<file path="src/rtl/lagd_l1_stream_reader.sv">
// L1 read initiator: issues req/gnt word reads over a range and returns the data
// as a valid/ready stream, with credits so memory responses are never stalled.
module lagd_l1_stream_reader #(
   parameter int unsigned AddrWidth      = 16,
   parameter int unsigned DataWidth      = 64,
   parameter int unsigned LenWidth       = 16,
   parameter int unsigned MaxOutstanding = 4
) (
   input  logic                 clk_i,
   input  logic                 rst_ni,
   input  logic                 start_i,
   input  logic [AddrWidth-1:0] base_addr_i,
   input  logic [LenWidth-1:0]  num_words_i,
   output logic                 busy_o,
   output logic                 done_o,
   output logic                 mem_req_o,
   input  logic                 mem_gnt_i,
   output logic [AddrWidth-1:0] mem_addr_o,
   output logic                 mem_we_o,
   input  logic                 mem_rvalid_i,
   input  logic [DataWidth-1:0] mem_rdata_i,
   output logic [DataWidth-1:0] data_o,
   output logic                 valid_o,
   input  logic                 ready_i,
   output logic                 last_o
);

   localparam int unsigned          CntW      = $clog2(MaxOutstanding + 1);
   localparam int unsigned          PtrW      = $clog2(MaxOutstanding);
   localparam logic [AddrWidth-1:0] Step      = AddrWidth'(DataWidth / 8);
   localparam logic [AddrWidth-1:0] AlignMask = ~(Step - AddrWidth'(1));
   localparam logic [CntW:0]        Credits   = (CntW + 1)'(MaxOutstanding);
   localparam logic [CntW-1:0]      CntOne    = CntW'(1);
   localparam logic [CntW-1:0]      CntFull   = CntW'(MaxOutstanding);
   localparam logic [PtrW-1:0]      LastSlot  = PtrW'(MaxOutstanding - 1);
   localparam logic [LenWidth:0]    LenOne    = (LenWidth + 1)'(1);

   typedef enum logic [1:0] {IDLE, ISSUE, DRAIN, DONE} state_e;

   state_e               state_q, state_d;
   logic [AddrWidth-1:0] addr_q;
   logic [LenWidth:0]    len_q, issued_q, popped_q;
   logic [CntW-1:0]      inflight_q, count_q;
   logic [PtrW-1:0]      wr_ptr_q, rd_ptr_q;
   logic [DataWidth-1:0] fifo_q [MaxOutstanding];
   logic                 grant, push, pop, last_grant, last_pop, start_ok;

   // Credits: in-flight requests plus buffered words never exceed FIFO depth,
   // and the sum cannot rise without a grant, so a raised request stays raised.
   assign mem_req_o  = (state_q == ISSUE) &&
                       (({1'b0, inflight_q} + {1'b0, count_q}) < Credits);
   assign mem_addr_o = addr_q;
   assign mem_we_o   = 1'b0;
   assign grant      = mem_req_o & mem_gnt_i;
   assign push       = mem_rvalid_i && (inflight_q != '0);
   assign valid_o    = (count_q != '0);
   assign pop        = valid_o & ready_i;
   assign data_o     = fifo_q[rd_ptr_q];
   assign last_o     = valid_o && ((popped_q + LenOne) == len_q);
   assign last_grant = grant && ((issued_q + LenOne) == len_q);
   assign last_pop   = pop & last_o;
   assign start_ok   = (state_q == IDLE) && start_i;
   assign busy_o     = (state_q == ISSUE) || (state_q == DRAIN);
   assign done_o     = (state_q == DONE);

   always_comb begin
      state_d = state_q;
      unique case (state_q)
         IDLE:  if (start_i) state_d = (num_words_i == '0) ? DONE : ISSUE;
         ISSUE: if (last_grant) state_d = DRAIN;
         DRAIN: if (last_pop) state_d = DONE;
         DONE:  state_d = IDLE;
         default: state_d = IDLE;
      endcase
   end

   always_ff @(posedge clk_i or negedge rst_ni) begin
      if (!rst_ni) state_q <= IDLE;
      else         state_q <= state_d;
   end

   always_ff @(posedge clk_i or negedge rst_ni) begin
      if (!rst_ni) begin
         addr_q     <= '0;
         len_q      <= '0;
         issued_q   <= '0;
         popped_q   <= '0;
         inflight_q <= '0;
         count_q    <= '0;
         wr_ptr_q   <= '0;
         rd_ptr_q   <= '0;
         for (int i = 0; i < int'(MaxOutstanding); i++) fifo_q[i] <= '0;
      end else begin
         if (start_ok) begin
            addr_q   <= base_addr_i & AlignMask;
            len_q    <= {1'b0, num_words_i};
            issued_q <= '0;
            popped_q <= '0;
         end else begin
            if (grant) begin
               addr_q   <= addr_q + Step;
               issued_q <= issued_q + LenOne;
            end
            if (pop) popped_q <= popped_q + LenOne;
         end

         if (grant && !push)      inflight_q <= inflight_q + CntOne;
         else if (!grant && push) inflight_q <= inflight_q - CntOne;

         if (push) begin
            fifo_q[wr_ptr_q] <= mem_rdata_i;
            wr_ptr_q         <= (wr_ptr_q == LastSlot) ? '0 : wr_ptr_q + PtrW'(1);
         end
         if (pop) rd_ptr_q <= (rd_ptr_q == LastSlot) ? '0 : rd_ptr_q + PtrW'(1);

         if (push && !pop)      count_q <= count_q + CntOne;
         else if (pop && !push) count_q <= count_q - CntOne;
      end
   end

   a_no_overflow: assert property (@(posedge clk_i) disable iff (!rst_ni)
                                   !(push && !pop && (count_q == CntFull)));

endmodule

</file>
<file path="config.mk">
export PLATFORM = sky130hd
export DESIGN_NAME = lagd_l1_stream_reader
export DESIGN_NICKNAME = d
export VERILOG_FILES = /design/src/rtl/lagd_l1_stream_reader.sv
export SDC_FILE = /design/constraint.sdc
export NUM_CORES = 1
export LEC_CHECK = 0
export CAP_MARGIN = 10
export CORE_ASPECT_RATIO = 1.5
export CORE_MARGIN = 5
export CORE_UTILIZATION = 61
export CTS_CLUSTER_SIZE = 12
export DETAILED_ROUTE_END_ITERATION = 12
export GPL_ROUTABILITY_DRIVEN = 0
export PLACE_DENSITY = 0.89
export SYNTH_ARGS = -nofsm -noshare
export SYNTH_HDL_FRONTEND = slang
export SYNTH_SLANG_ARGS = --single-unit
</file>
<file path="constraint.sdc">
create_clock -name clk_i -period 9.2 [get_ports clk_i]
set_input_delay 1.84 -clock clk_i [delete_from_list [all_inputs] [get_ports clk_i]]
set_output_delay 1.84 -clock clk_i [all_outputs]
set_load 0.02 [all_outputs]
</file>
After elaboration in Yosys (flattened, before gate mapping)
Index checks and enable logic that the tools add are counted.
{"block": "word_totals", "regBits": 334, "word_cells": 88, "out_inout_bits": 86}
{"block": "classes", "order_cmp": 4, "muxes": 23, "n_eq_ne": 10, "n_bitwise": 5, "reduce_logical": 23, "addsub": 10}
{"op": "bitwise mux 256 bit", "n": 1}
{"op": "two-way mux 64 bit", "n": 3}
{"op": "binary-select mux 64 bit (select 2 bit)", "n": 1}
{"op": "demux 64 bit (select 2 bit)", "n": 1}
{"op": "two-way mux 17 bit", "n": 4}
{"op": "adder 17 x 1 -> 17 bit (second input constant)", "n": 2}
{"op": "== test 17 x 16 -> 1 bit", "n": 2}
{"op": "two-way mux 16 bit", "n": 2}
{"op": "adder 16 x 4 -> 16 bit (second input constant)", "n": 1}
{"op": "zero test 16 bit", "n": 1}
{"op": "two-way mux 2 bit", "n": 6}
{"op": "two-way mux 3 bit", "n": 4}
{"op": "logical AND 1 bit", "n": 10}
{"op": "== test 2 bit (second input constant)", "n": 4}
{"op": "case mux 2 bit (4 select lines)", "n": 1}
{"op": "nonzero test 2 bit", "n": 4}
{"op": "adder 3 x 1 -> 3 bit (second input constant)", "n": 2}
{"op": "greater-or-equal comparator 3 bit (second input constant)", "n": 2}
{"op": "!= test 2 bit (second input constant)", "n": 3}
{"op": "NOT 2 -> 3 bit", "n": 2}
{"op": "nonzero test 3 bit", "n": 2}
{"op": "subtractor 3 x 1 -> 3 bit (second input constant)", "n": 2}
{"op": "adder 2 x 1 -> 2 bit (second input constant)", "n": 2}
{"op": "adder 3 x 3 -> 4 bit", "n": 1}
{"op": "8 further kinds", "n": 12}

Logic depth before layout (Yosys ltp)
Gate-level depths: netlist (run 1).
{"block": "depth", "ltp_word": 8, "mapped_depth": 14, "ltp_nobuf": 12}

Least setup slack after synthesis (run 1)
Ideal clock, no wire load.
{"block": "synth_path", "path_kind": "register to output", "start": "register popped_q[0]", "end": "output last_o", "slack_ns": 4.750, "t_arrival_ns": 2.610, "required_time_ns": 7.360, "stages_incl_launch_ff": 10, "path_cell_list": "dfrtp_1 ha_1 buf_4 and4_1 clkbuf_1 o21ai_0 nand4_1 nor4_1 o2111ai_1 nor4b_1"}
{"block": "synth_via", "elab_chain_len": 3}
{"item": "start, declared", "line": "42", "source": "logic [LenWidth:0] len_q, issued_q, popped_q;"}
{"item": "start signal, assigned", "line": "104", "source": "if (pop) popped_q <= popped_q + LenOne;"}
{"item": "adder 17 x 1 -> 17 bit", "line": "59", "source": "assign last_o = valid_o && ((popped_q + LenOne) == len_q);"}
{"item": "== test 17 x 16 -> 1 bit", "line": "59"}
{"item": "logical AND 1 bit", "line": "59"}
{"item": "end, declared", "line": "25", "source": "output logic last_o"}
Every way passes these cells.

Final worst setup path (run 1)
Ends and elaborated chain as after synthesis.

==> flow_summary.toml, run 1 <==
[die]
dieArea_um2 = 29300
core_um2 = 25700
die_width_um = 141
row_count = 72
initial_core_util_pct = 61.6
die_h_um = 207
ios = 188

[power_and_ir_drop]
vdd_drop_max_v = 0.000269
p_leak_uw = 0.00784
p_clk_share_pct = 18.1
swShare_pct = 34.6
p_switching_uw = 2480
seq_power_share_pct = 36.3
p_int_uw = 4680
powerDensity_nw_per_um2 = 380
pwr-share-comb_pct = 45.5

[cts]
post_cts.repair.setup_buffers = 0
cts_root_buffer = "clkbuf_16"
cts_resized = 0
cts_tree = "yes"
clockBufferDepth = 3
htreeDepth = 2
path_clk_slew_ps = 60
clock-sinks = 331
holdBufCountCts = 0
insertion_delay_ps = 520
numCtsBuffers = 35

[synthesis]
synth-compound-area-share_pct = 3.16
yosys_warnings = 0
synth_fa_ha_area_share_pct = 1.60
async_flop_share_pct = 100
ys_seq_elements = 331
synth.avg_cell_area_um2 = 13.2
synth_edf_count = 0
yosysTopAreaCell = "dfrtp_1"
synth_xor_xnor_area_share_pct = 4.15
netlist_area_um2 = 15800
synth.top_cell.area_share_pct = 52.4
synth_top_family_by_area = "multiplexers"
yosysSeqAreaShare_pct = 52.4
synth_flop_cell = "dfrtp_1"
synthMuxAreaShare_pct = 27.9
synth_cell_types = 58
synth.area.top_cells = "dfrtp_1 52%, mux2_2 19%, mux4_2 9.1%, nand2_1 2.4%, xor2_1 2.2%"
yosys.area_share.simple_pct = 8.28
syn_inst = 1194

[global_route]
antenna_found_initial = 4
track_usage_pct = 25.2
overflow = 0
grt_max_degree = 101
grt_pass1_wl_mm = 59.4
grt_pass1_vias = 11200

[outcome]
status = "complete, no violations"

[run]
drv_cap = 0

[timing]
timing.slew.headroom_pct = 29.4
fin_tns_setup_ps = 0
tightest_slew_ps = 1060
finalMaxSlewViolations = 0
final-setup-viol-count = 0
finClkSkew_ps = 17.7
rsz0062_at_grt = "no"
min_period_ps = 5460
fin_crit_sh_pct = 59.3
finalHoldViolCount = 0
timing.fmax_mhz = 183

[detailed_routing]
routed_via_density = 6.02
wl_per_cell_um = 21.3
drcViolationCount = 0
dr_total_vias = 10200
firstDrtPassIters = 5
ant_nets = 0
wl_mm = 36.0
drtIter0Drc = 472

[layout]
post-route-util_pct = 73.2
fill_cells = 1631
final_common_cell = "dfrtp_1"
area_growth_pct = 18.9
nets = 1460
mostFrequentLayoutCells = "329 x dfrtp_1, 262 x mux2_2, 179 x clkdlybuf4s50_1"
drive_above_1_share_pct = 28.7

[worst_setup_path]
ff2ff_setup_slack_ps = 5850
start_kind = "register"
critPathArrivalTime_ps = 3620
cp-end-kind = "output pin"
path_class = "reg -> out"
cp_max_fo = 8
crit_required_ps = 7360

[placed_design]
dp_hpwl_mm = 23.2
port_buffers = 180

[worst_hold_path]
hold_class = "reg -> reg"
## power groups by stage
stage	combinational [µW]	clock (µW)	sequential [µW]
global route	3490	1380	2680
global placement	3190	0	2550
finish	3260	1300	2600
CTS	3300	1320	2600
detailed placement	3280	0	2620
floorplan	2200	0	2440
## cell families (layout without fill, tap and decap cells)
kind of cell,after synthesis,in the layout
AO/OA/AOI/OAI,82,82
XOR/XNOR,75,75
adder cells (fa/ha/maj),19,19
buffers and inverters,92,250
flip-flops,331,331
multiplexers,328,328
other,1,7
AND/OR/NAND/NOR,266,266
## cells in the mapped netlist (2+ instances only)
cell type,n
nand2b_1,4
or3_1,12
mux2_2,262
and3b_1,2
ha_1,17
nor3b_1,3
clkbuf_1,51
and4_1,7
xor2_1,40
o2111ai_1,3
and3_1,9
o22ai_1,4
nand3_1,23
o211ai_1,5
a21oi_1,17
mux2i_1,2
nand2_1,101
and2_1,3
dfrtp_1,331
mux4_2,64
o21ai_0,31
nor3_1,13
buf_2,10
nor2_1,47
fa_1,2
buf_1,9
a31oi_1,7
buf_4,10
nor4b_1,2
inv_1,10
nor2b_1,5
xnor2_1,35
o31ai_1,3
nor4_1,9
a21o_1,2
nand3b_1,3
nand4_1,15
## worst max-delay path, stage by stage (launching register included)
cell	delay, ps
dfrtp_1	450
ha_1	390
nand4_1	240
or4_4	620
xor2_1	180
o2111ai_1	130
nor4b_1	410
clkdlybuf4s50_1	680
## metrics by stage
stage	power [µW]	setup slack, ps	hold slack (ps)	cells	cell area, µm²
6_report	7150	3740	500	1691	18800
4_1_cts	7230	3760	501	1688	18800
3_5_place_dp	5890	4320	488	1635	17800
5_1_grt	7560	3320	511	1691	18800
2_1_floorplan	4650	4750	459	1197	15800
3_3_place_gp	5740	4360	481	1635	17800
## worst paths after layout
check | startpoint | endpoint | cells after the start
setup reg to reg | inflight_q[2] | inflight_q[2] | 11
hold reg to reg | fifo_q[65] | fifo_q[65] | 1
hold / removal | fifo_q[65] | fifo_q[65] | 1
max in group asynchronous | rst_ni | fifo_q[200] | 2
setup / recovery | popped_q[0] | last_o | 7
min in group asynchronous | rst_ni | issued_q[7] | 1
## per-layer routing
| metal | wire length, µm | vias up | share of wire [%] | global-route usage, % |
|---|---|---|---|---|
| li1 | - | 4583 | - | - |
| met1 | 13300 | 5255 | 37 | 30.1 |
| met2 | 19400 | 258 | 54 | 44.2 |
| met3 | 1850 | 89 | 5.1 | 5.15 |
| met4 | 1450 | 2 | 4.0 | 10.8 |
| met5 | 13 | - | 0.036 | 0 |
## registers in the layout (all words and copies together), names as in the netlist, 3 cells and up
name	count
inflight_q	3
issued_q	17
mem_addr_o	13
len_q	16
fifo_q	256
popped_q	17
count_q	3
## layout make-up
| cell class | instances | area, µm² | area share, % |
|---|---|---|---|
| diodes | 3 | 7.51 | 0.0399 |
| clock buffers | 50 | 995 | 5.29 |
| clock inverters | 3 | 21.3 | 0.113 |
| inverters | 11 | 41.3 | 0.220 |
| multi-input cells | 774 | 7180 | 38.2 |
| flip-flops and latches | 331 | 8290 | 44.1 |
| well taps | 333 | 417 | 2.22 |
| repair buffers | 186 | 1850 | 9.85 |
(Power assumes the default switching activity.)
==> run 2: changes to the inputs <==
CORE_UTILIZATION = 51   (was 61)
PLACE_DENSITY = 0.8   (was 0.89)
clock period = 5 ns   (was 9.2 ns; I/O delays follow)
==> flow_summary.toml, run 2 (synthesized netlist as in run 1, its figures left out) <==
[outcome]
status = "complete, no violations"

[die]
die_h_um = 226
ios = 188
die_width_um = 154
dieArea_um2 = 34700
initial_core_util_pct = 51.3
core_um2 = 30800
row_count = 79

[global_route]
track_usage_pct = 20.9
antenna_found_initial = 3
grt_pass1_vias = 11300
overflow = 0
grt_max_degree = 114
grt_pass1_wl_mm = 58.9

[timing]
fin_crit_sh_pct = 91.7
timing.slew.headroom_pct = 28.8
finalHoldViolCount = 0
min_period_ps = 4580
finalMaxSlewViolations = 0
rsz0062_at_grt = "no"
tightest_slew_ps = 1070
timing.fmax_mhz = 218
final-setup-viol-count = 0
fin_tns_setup_ps = 0
finClkSkew_ps = 16.0

[detailed_routing]
wl_mm = 35.2
drcViolationCount = 0
routed_via_density = 5.69
dr_total_vias = 9989
ant_nets = 0
firstDrtPassIters = 4
wl_per_cell_um = 20.1
drtIter0Drc = 370

[power_and_ir_drop]
powerDensity_nw_per_um2 = 692
p_leak_uw = 0.00787
vdd_drop_max_v = 0.000386

[cts]
post_cts.repair.setup_buffers = 0
path_clk_slew_ps = 60
numCtsBuffers = 34
insertion_delay_ps = 510
holdBufCountCts = 0
cts_root_buffer = "clkbuf_16"
htreeDepth = 2
cts_resized = 0
clock-sinks = 331
clockBufferDepth = 3
cts_tree = "yes"

[layout]
regMostFlops = "fifo_q"
final_common_cell = "dfrtp_1"
nets = 1461
largest_register_ffs = 256
area_growth_pct = 19.8
mostFrequentLayoutCells = "329 x dfrtp_1, 262 x mux2_2, 179 x clkdlybuf4s50_1"
reg_top3 = "fifo_q (256), issued_q (17), popped_q (17)"
post-route-util_pct = 61.4
regArea_um2 = 8290
fill_cells = 2399
drive_above_1_share_pct = 29.1
multi_input_area_um2 = 7180

[worst_hold_path]
hp-start = "fifo_q[39]"
hold_depth = 1
hold_class = "reg -> reg"

[worst_setup_path]
cp-end-kind = "output pin"
r2r_start = "state_q[1]"
cp_max_fo = 8
reg2reg_depth = 12
crit_required_ps = 4000
worstSetupEndpoint = "last_o"
ff2ff_setup_slack_ps = 1650
start_kind = "register"
critPathArrivalTime_ps = 3580
path_class = "reg -> out"
r2r-end = "inflight_q[2]"
crit_start = "popped_q[0]"

[placed_design]
port_buffers = 180
dp_hpwl_mm = 22.8

[run]
drv_cap = 0
run 2: cell count changes in the layout (fill, tap and decap cells not counted):
cell      delta
buf_12       +4
clkbuf_8     +3
diode_2      -1
clkbuf_1     -9
inv_8        -1
buf_4        -2
run 2: cell type report:
class	instances	share of cell area, %
flip-flops and latches	331	43.7
well taps	405	2.67
inverters	11	0.218
clock buffers	44	5.29
multi-input cells	774	37.9
clock inverters	2	0.0528
diodes	2	0.0264
repair buffers	188	10.1
run 2: worst min path at each step:
stage	to	slack [ps]
floorplan	count_q[2]	460
global placement	fifo_q[124]	480
detailed placement	fifo_q[84]	490
CTS	fifo_q[117]	500
global route	fifo_q[38]	510
finish	fifo_q[39]	500
run 2: critical path, cell delays in order (launching register included):
cell	delay, ps
dfrtp_1	450
ha_1	380
nand4_1	250
or4_4	620
xor2_1	180
o2111ai_1	120
nor4b_1	410
clkdlybuf4s50_1	670
run 2: per-layer routing:
metal  routed length, µm  global-route usage [%]  share of wire [%]
met5                  11                       0              0.031
met4                1600                    9.49                4.5
met3                1670                    4.37                4.7
met2               18700                    37.4                 53
met1               13300                    24.2                 38
run 2: report_power, final:
part | switching (µW) | internal, µW
combinational | 2660 | 3310
sequential | 845 | 3940
clock | 979 | 1390
total | 4480 | 8640
run 2: per-stage QoR:
stage                     worst slack (ps)  cells  power (µW)  hold WS (ps)  instance area (µm²)
after floorplan                       1390   1197        8550           459                15800
after global placement                1000   1709       10600           481                17900
after detailed placement               975   1709       10900           487                17900
after CTS                              413   1755       13300           501                18900
after global routing                   151   1757       13900           512                18900
final                                  416   1757       13100           497                18900
==> run 3: changes to the inputs <==
CORE_UTILIZATION = 64   (was 51)
DONT_BUFFER_PORTS = 1   (was not set)
PLACE_DENSITY = 0.83   (was 0.8)
SLEW_MARGIN = 20   (was not set)
clock period = 4.6 ns   (was 5 ns; I/O delays follow)
==> flow_summary.toml, run 3 (synthesized netlist as in run 1, its figures left out) <==
[worst_setup_path]
path_class = "reg -> out"
cp_max_fo = 8
crit_required_ps = 3680
critPathArrivalTime_ps = 3230
cp-end-kind = "output pin"
start_kind = "register"

[detailed_routing]
drtIter0Drc = 507
wl_per_cell_um = 22.3
ant_nets = 0
firstDrtPassIters = 6
wl_mm = 33.4
dr_total_vias = 9397
drcViolationCount = 0
routed_via_density = 6.27

[cts]
cts_root_buffer = "clkbuf_16"
cts_tree = "yes"
insertion_delay_ps = 510
htreeDepth = 2
holdBufCountCts = 0
path_clk_slew_ps = 60
clock-sinks = 331
post_cts.repair.setup_buffers = 0
cts_resized = 0
numCtsBuffers = 34
clockBufferDepth = 3

[power_and_ir_drop]
p_leak_uw = 0.00715
powerDensity_nw_per_um2 = 761
vdd_drop_max_v = 0.000494

[layout]
largest_register_ffs = 256
area_growth_pct = 7.53
final_common_cell = "dfrtp_1"
reg_top3 = "fifo_q (256), issued_q (17), popped_q (17)"
regMostFlops = "fifo_q"
stdcell_count = 1498
regArea_um2 = 8290
multi_input_area_um2 = 7180
drive_above_1_share_pct = 33.0
mostFrequentLayoutCells = "329 x dfrtp_1, 262 x mux2_2, 97 x nand2_1"
nets = 1281
antenna_cells = 0
fill_cells = 1632

[outcome]
status = "complete, no violations"

[timing]
tightest_slew_ps = 1110
fin_crit_sh_pct = 90.2
finClkSkew_ps = 9.25
rsz0062_at_grt = "no"
final-setup-viol-count = 0
finalHoldViolCount = 0
timing.slew.headroom_pct = 25.8
finalMaxSlewViolations = 0
fin_tns_setup_ps = 0
min_period_ps = 4150
timing.fmax_mhz = 241

[die]
ios = 188
die_width_um = 138
die_h_um = 203
dieArea_um2 = 28000
initial_core_util_pct = 64.9
core_um2 = 24300
row_count = 70

[placed_design]
dp_hpwl_mm = 20.9
placed_cells = 1448
port_buffers = 0

[run]
drv_cap = 0

[global_route]
grt_pass1_wl_mm = 54.8
grt_pass1_vias = 10300
grt_max_degree = 332
track_usage_pct = 24.3
overflow = 0
antenna_found_initial = 0

[worst_hold_path]
hold_class = "in -> async"
-- run 3: cell types whose count changed in the layout (fill, tap and decap cells not counted), sizes merged --
| cell | change |
|---|---|
| clkbuf | +5 |
| buf | -1 |
| diode | -2 |
| clkdlybuf4s50 | -179 |
| clkinv | -2 |
| bufinv | +1 |
-- run 3: routing by layer --
metal  track usage (%)  vias up  share of wire [%]
met5                 0        -                  0
met4              10.1        0                3.9
met3              6.76       80                6.7
met2              43.4      231                 53
met1              27.6     4863                 36
li1                  -     4223                  -
-- run 3: where the power goes --
part,switching [µW],internal (µW)
logic,2520,2520
clock network,1040,1530
registers,1060,4280
-- run 3: path summary, 6_finish.rpt --
kind	from	to	slack, ps	cells after the start
min reg2reg	count_q[2]	count_q[2]	500	1
max in group asynchronous	rst_ni	rd_ptr_q[0]	3700	0
min in group clk_i	count_q[2]	count_q[2]	500	1
max reg2reg	inflight_q[2]	inflight_q[2]	1070	11
max	popped_q[0]	last_o	450	7
min	rst_ni	wr_ptr_q[1]	100	0
-- run 3: final cells by class --
class / instances / share of cell area [%]
Timing Repair Buffer: 8 / 0.427
Inverter: 11 / 0.243
Multi-Input combinational cell: 774 / 42.2
Clock buffer: 49 / 5.83
Sequential cell: 331 / 48.7
Clock inverter: 1 / 0.177
Tap cell: 324 / 2.38
-- run 3: worst max-delay path: stages, from the launching register on --
cell	delay (ps)
dfrtp_1	450
ha_1	390
nand4_1	250
or4_4	620
xor2_1	200
o2111ai_1	120
nor4b_1	460
buf_4	220
-- run 3: through the flow --
step                hold slack, ps  area (µm²)  worst slack [ps]  utilization [%]  power, µW
floorplan                      459       15800              1070                -       9290
global placement               473       16000              1050             65.6      10200
detailed placement             478       16000              1060             65.6      10400
CTS                           93.2       17000               472             69.8      13100
global route                  82.7       17000               217             69.8      13700
finish                         103       17000               450             69.8      12900
==> RTL change 1, RTL diff (config.mk and constraints of run 2) <==
`LenWidth`: 16 -> 32.
--- a/src/rtl/lagd_l1_stream_reader.sv
+++ b/src/rtl/lagd_l1_stream_reader.sv
@@ -3,7 +3,7 @@
 module lagd_l1_stream_reader #(
    parameter int unsigned AddrWidth      = 16,
    parameter int unsigned DataWidth      = 64,
-   parameter int unsigned LenWidth       = 16,
+   parameter int unsigned LenWidth       = 32,
    parameter int unsigned MaxOutstanding = 4
 ) (
    input  logic                 clk_i,
Interface: changed (resized num_words_i); port bits go from 188 to 204. No check against the original RTL was run, so the function may have changed too.
==> RTL change 1 against run 2 <==
  * Cell area grew 21%
  * Critical path type unchanged
  * Power grew 1.6%
  * Worst hold slack lost 0.00092 ns
  * Clock skew grew 0.0061 ns
  * Maximum frequency grew 0.50%
  * Core utilization shrank 0.41 points
  * Setup slack gained 0.023 ns
  * Wire length grew 39%
  * Sequential cell count grew 48
  * Synthesized cell count grew 38%
  * Combinational power shrank 7.4%
  * Synthesized area grew 23%
==> RTL change 1: results (changes against run 2) <==
Route
The aggregate routed wire length is 49.1 mm (+39%). The mean number of vias per cell was 5.90 (+3.8%). The length of routed met3 wiring is 3.07 mm (+83%). The met2 wirelength from detailed routing is 25.5 mm (+36%). Routed signal wires occupy layers up through met4. The met1 routed wirelength after detailed routing is 17.8 mm (+34%). The iteration-0 DRC count of the detailed router is 867 (+130%).

GRT
The fraction of met1 tracks used by global routing was 25.9% (+1.8 points). The first-pass GRT wire length is 78.8 mm (+34%). The met3 global-route usage is 5.67% (+1.3 points). The global-route usage over all layers is 23.2% (+2.3 points). The met2 global-route usage is 41.0% (+3.6 points). The maximum number of pins on one net before global-route repair is 113 (-0.88%).

Pwr
The peak ir drop on the vdd network was 0.529 mV (+37%). The cell leakage power is 9.53 nW (+21%). The power consumed by the clock network is 2.79 mW (+18%).

The part of the total power dissipated in combinational logic was 41.5% (-4.0 points). The cell internal power dissipation is 8.97 mW (+3.9%). The share of power burned in the clock network is 20.9% (+2.9 points).

Placed design
The total of buffers placed on input and output ports came to 196 (+8.9%). The total cell area at the placement stage is 0.0218 mm2 (+21%). The worst slack after detailed placement came to 0.516 ns (-0.458 ns).

Layout
The synthesis-to-layout area growth is 18.5%. The count of non-CTS inverters in the layout is 22 (+11). The share of post-route cells with drive strength above 1 is 23.4% (-5.7 points).

The area of the multi-input gates is 0.00942 mm2 (+31%). The number of clock buffer instances in the layout is 53 (+20%). The number of nets in the finished design came to 1939 (+33%).

The multi-input combinational cell count is 1140 (+47%).

STA
The measured slew at the worst slew-check pin is 1.14 ns (+0.0755 ns).

Synth
The number of distinct library cell variants in the gate-level netlist after synthesis was 75 (+29%). Yosys attributes the largest share of cell area to dfrtp_1 49%, mux2_2 15%, mux4_2 7.4%. Ranked by instance count, the synthesized netlist is headed by 379 x dfrtp_1, 258 x mux2_2, 179 x nand2_1.

Critical path
The biggest cell delay along the critical path is 0.60 ns (-0.07 ns). The top fanout value on the critical path was 9 (+1). The worst-case reg-to-reg path depth is 14 (+2). The register-to-register setup slack is 1.30 ns (-0.35 ns).

Worst hold path
The endpoint of the worst hold path is fifo_q[29]$_DFFE_PN0P_.

Clock tree
The total CTS buffers came to 40 (+18%).

Outcome
The run finished with clean final reports.
RTL change 1: changes by cell type in the layout (fill, tap and decap cells not counted), sizes merged, moves of 16 or more:
cell   change
xnor2     +44
xor2      +25
nor4      +16
dfrtp     +48
nand4     +29
nor2      +51
nand2     +77
RTL change 1: logic make-up after synthesis:
kind of cell | synth area share (%)
DFF | 48.9
other | 0.0193
buffers and inverters | 2.82
muxes | 22.5
adders and majority gates | 1.35
AOI/OAI and AO/OA | 4.63
and+or+nand+nor | 13.3
xor gates and xnor gates | 6.50
RTL change 1: how the worst max path moves through the flow:
| stage | cells past startpoint | slack (ns) | end |
|---|---|---|---|
| floorplan | 8 | 1.06 | last_o |
| global placement | 9 | 0.53 | last_o |
| detailed placement | 9 | 0.52 | last_o |
| CTS | 8 | 0.006 | last_o |
| global route | 9 | 0.19 | last_o |
| finish | 8 | 0.44 | last_o |
RTL change 1: timing repair:
action                                  CTS  global route
buffers inserted                          0             0
hold buffers                              0             0
endpoints found under the setup margin    1             1
resized for setup                         1             2
==> RTL change 2, RTL diff (settings of run 2) <==
Made on the original files. Make the reset (`rst_ni`) synchronous in 2 clocked blocks.
--- a/src/rtl/lagd_l1_stream_reader.sv
+++ b/src/rtl/lagd_l1_stream_reader.sv
@@ -74,12 +74,12 @@
       endcase
    end
 
-   always_ff @(posedge clk_i or negedge rst_ni) begin
+   always_ff @(posedge clk_i) begin
       if (!rst_ni) state_q <= IDLE;
       else         state_q <= state_d;
    end
 
-   always_ff @(posedge clk_i or negedge rst_ni) begin
+   always_ff @(posedge clk_i) begin
       if (!rst_ni) begin
          addr_q     <= '0;
          len_q      <= '0;
Formal check against the unedited RTL: differs if rst_ni is asserted again (counterexample within 4 cycles, from zero or initial values and one cycle with rst_ni low); with rst_ni held inactive, the same outputs for 4 cycles.
==> RTL change 2 against run 2 <==
  * Synthesized area decreased by 1.4%
  * Register-to-register slack improved by 0.12 ns
  * Cell area decreased by 1.6%
  * Non-clock buffer count increased by 3
  * Sequential cell count increased by 2
  * Count of clock-buffer cells in the layout decreased by 2
  * Setup slack improved by 0.27 ns
  * Worst hold slack got worse by 0.014 ns
  * Synthesized cell count increased by 2.2%
  * Via count increased by 1.6%
  * Wire length increased by 2.2%
  * Critical path type unchanged
Power is not compared: it rests on default switching activity, and its combinational part moved more than twofold at a synthesized area within 25%.
==> RTL change 2: results (changes against run 2) <==
GRT
The fraction of met1 tracks used by global routing is 23.6% (-0.55 points). The met2 global-route usage is 39.2% (+1.8 points). The maximum number of pins on one net before global-route repair is 67 (-41%). The global-route usage over all layers is 20.7% (-0.19 points).

The initial antenna violation count is 2 (-1). The met3 global-route usage is 4.17% (-0.20 points). The first-pass GRT wire length came to 56.2 mm (-4.5%).

Layout
The number of nets in the finished design was 1477 (+1.1%). The share of post-route cells with drive strength above 1 is 10.1% (-19 points). The number of fill cells came to 2353 (-1.9%).

Critical path
The biggest cell delay along the critical path came to 0.64 ns (-0.03 ns). The data arrival at the endpoint of the critical path is 3.32 ns (-0.26 ns). In this run the worst setup path begins at popped_q[0]$_SDFFE_PP0P_.

The startpoint identified for the worst register-to-register timing path is inflight_q[2]$_SDFFE_PN0P_. The top fanout value on the critical path is 7 (-1).

Route
The average wire length per cell after detail routing is 20.3 um (+1.4%). The met2 wirelength from detailed routing is 19.6 mm (+5.0%). The aggregate routed wire length was 36.0 mm (+2.2%). The mean number of vias per cell came to 5.73 (+0.75%). The length of routed met3 wiring came to 2.46 mm (+47%). The met1 routed wirelength after detailed routing is 13.0 mm (-1.9%).

The highest routing layer actually used is met5. The detailed-router iteration count before antenna repair is 5 (+1). The iteration-0 DRC count of the detailed router was 470 (+27%).

Synth
The number of cells produced by synthesis is 1220 (+2.2%). The xor/xnor share of the synthesized area is 3.88% (-0.28 points). The share of async-settable or async-resettable flops after synthesis came to 0% (-100 points). The share of synthesized area spent on multiplexers is 9.56% (-18 points). The complex-gate fraction of the synthesized area came to 4.58% (+1.4 points). The share of synthesized area occupied by flip-flops and latches is 59.2% (+6.8 points). The count of flip-flops with a built-in enable after synthesis is 256 (+256). After synthesis, the most frequently instantiated cells are 256 x edfxtp_1, 198 x and2_1, 77 x dfxtp_1.

Pwr
The peak ir drop on the vdd network is 0.221 mV.

STA
The worst slew margin relative to its limit is 29.4% (+0.66 points).

Placed design
The total cell area at the placement stage is 0.0177 mm2 (-1.3%). The HPWL after detailed placement was 21.8 mm (-4.5%). The worst slack after detailed placement is 1.10 ns (+0.124 ns).

Outcome
The flow ran to the end, and the final reports show no timing, DRC or antenna violations.
[RTL change 2: cell count changes after synthesis, sizes merged, moves of 7 or more]
cell,change
a211oi,+10
a21oi,+26
and2,+197
and3,+63
buf,-10
clkbuf,+21
dfrtp,-331
dfxtp,+77
edfxtp,+256
mux2,-262
nand2,-28
or3,+7
xor2,-9
[RTL change 2: cell type report]
class	instances	area, um2	share of cell area [%]
sequential	333	9240	49.5
multi-input combinational	784	6000	32.2
timing repair buffer	191	1900	10.2
clock buffer	42	912	4.89
tap	400	500	2.68
inverter	14	57.6	0.309
clock inverter	7	42.5	0.228
[RTL change 2: worst paths after layout]
path	cells after the start	endpoint	slack, ns
hold / removal	2	flip-flop	0.48
hold reg to reg	2	flip-flop	0.48
setup reg to reg	11	state_q[0]$_SDFFE_PN0P_	1.77
setup / recovery	7	last_o	0.68
[RTL change 2: report_power, final]
part           switching [mW]  leakage, nW  internal (mW)
clock network           0.989        0.465           1.28
logic                    1.09         2.98          0.993
registers               0.230         3.28           3.29
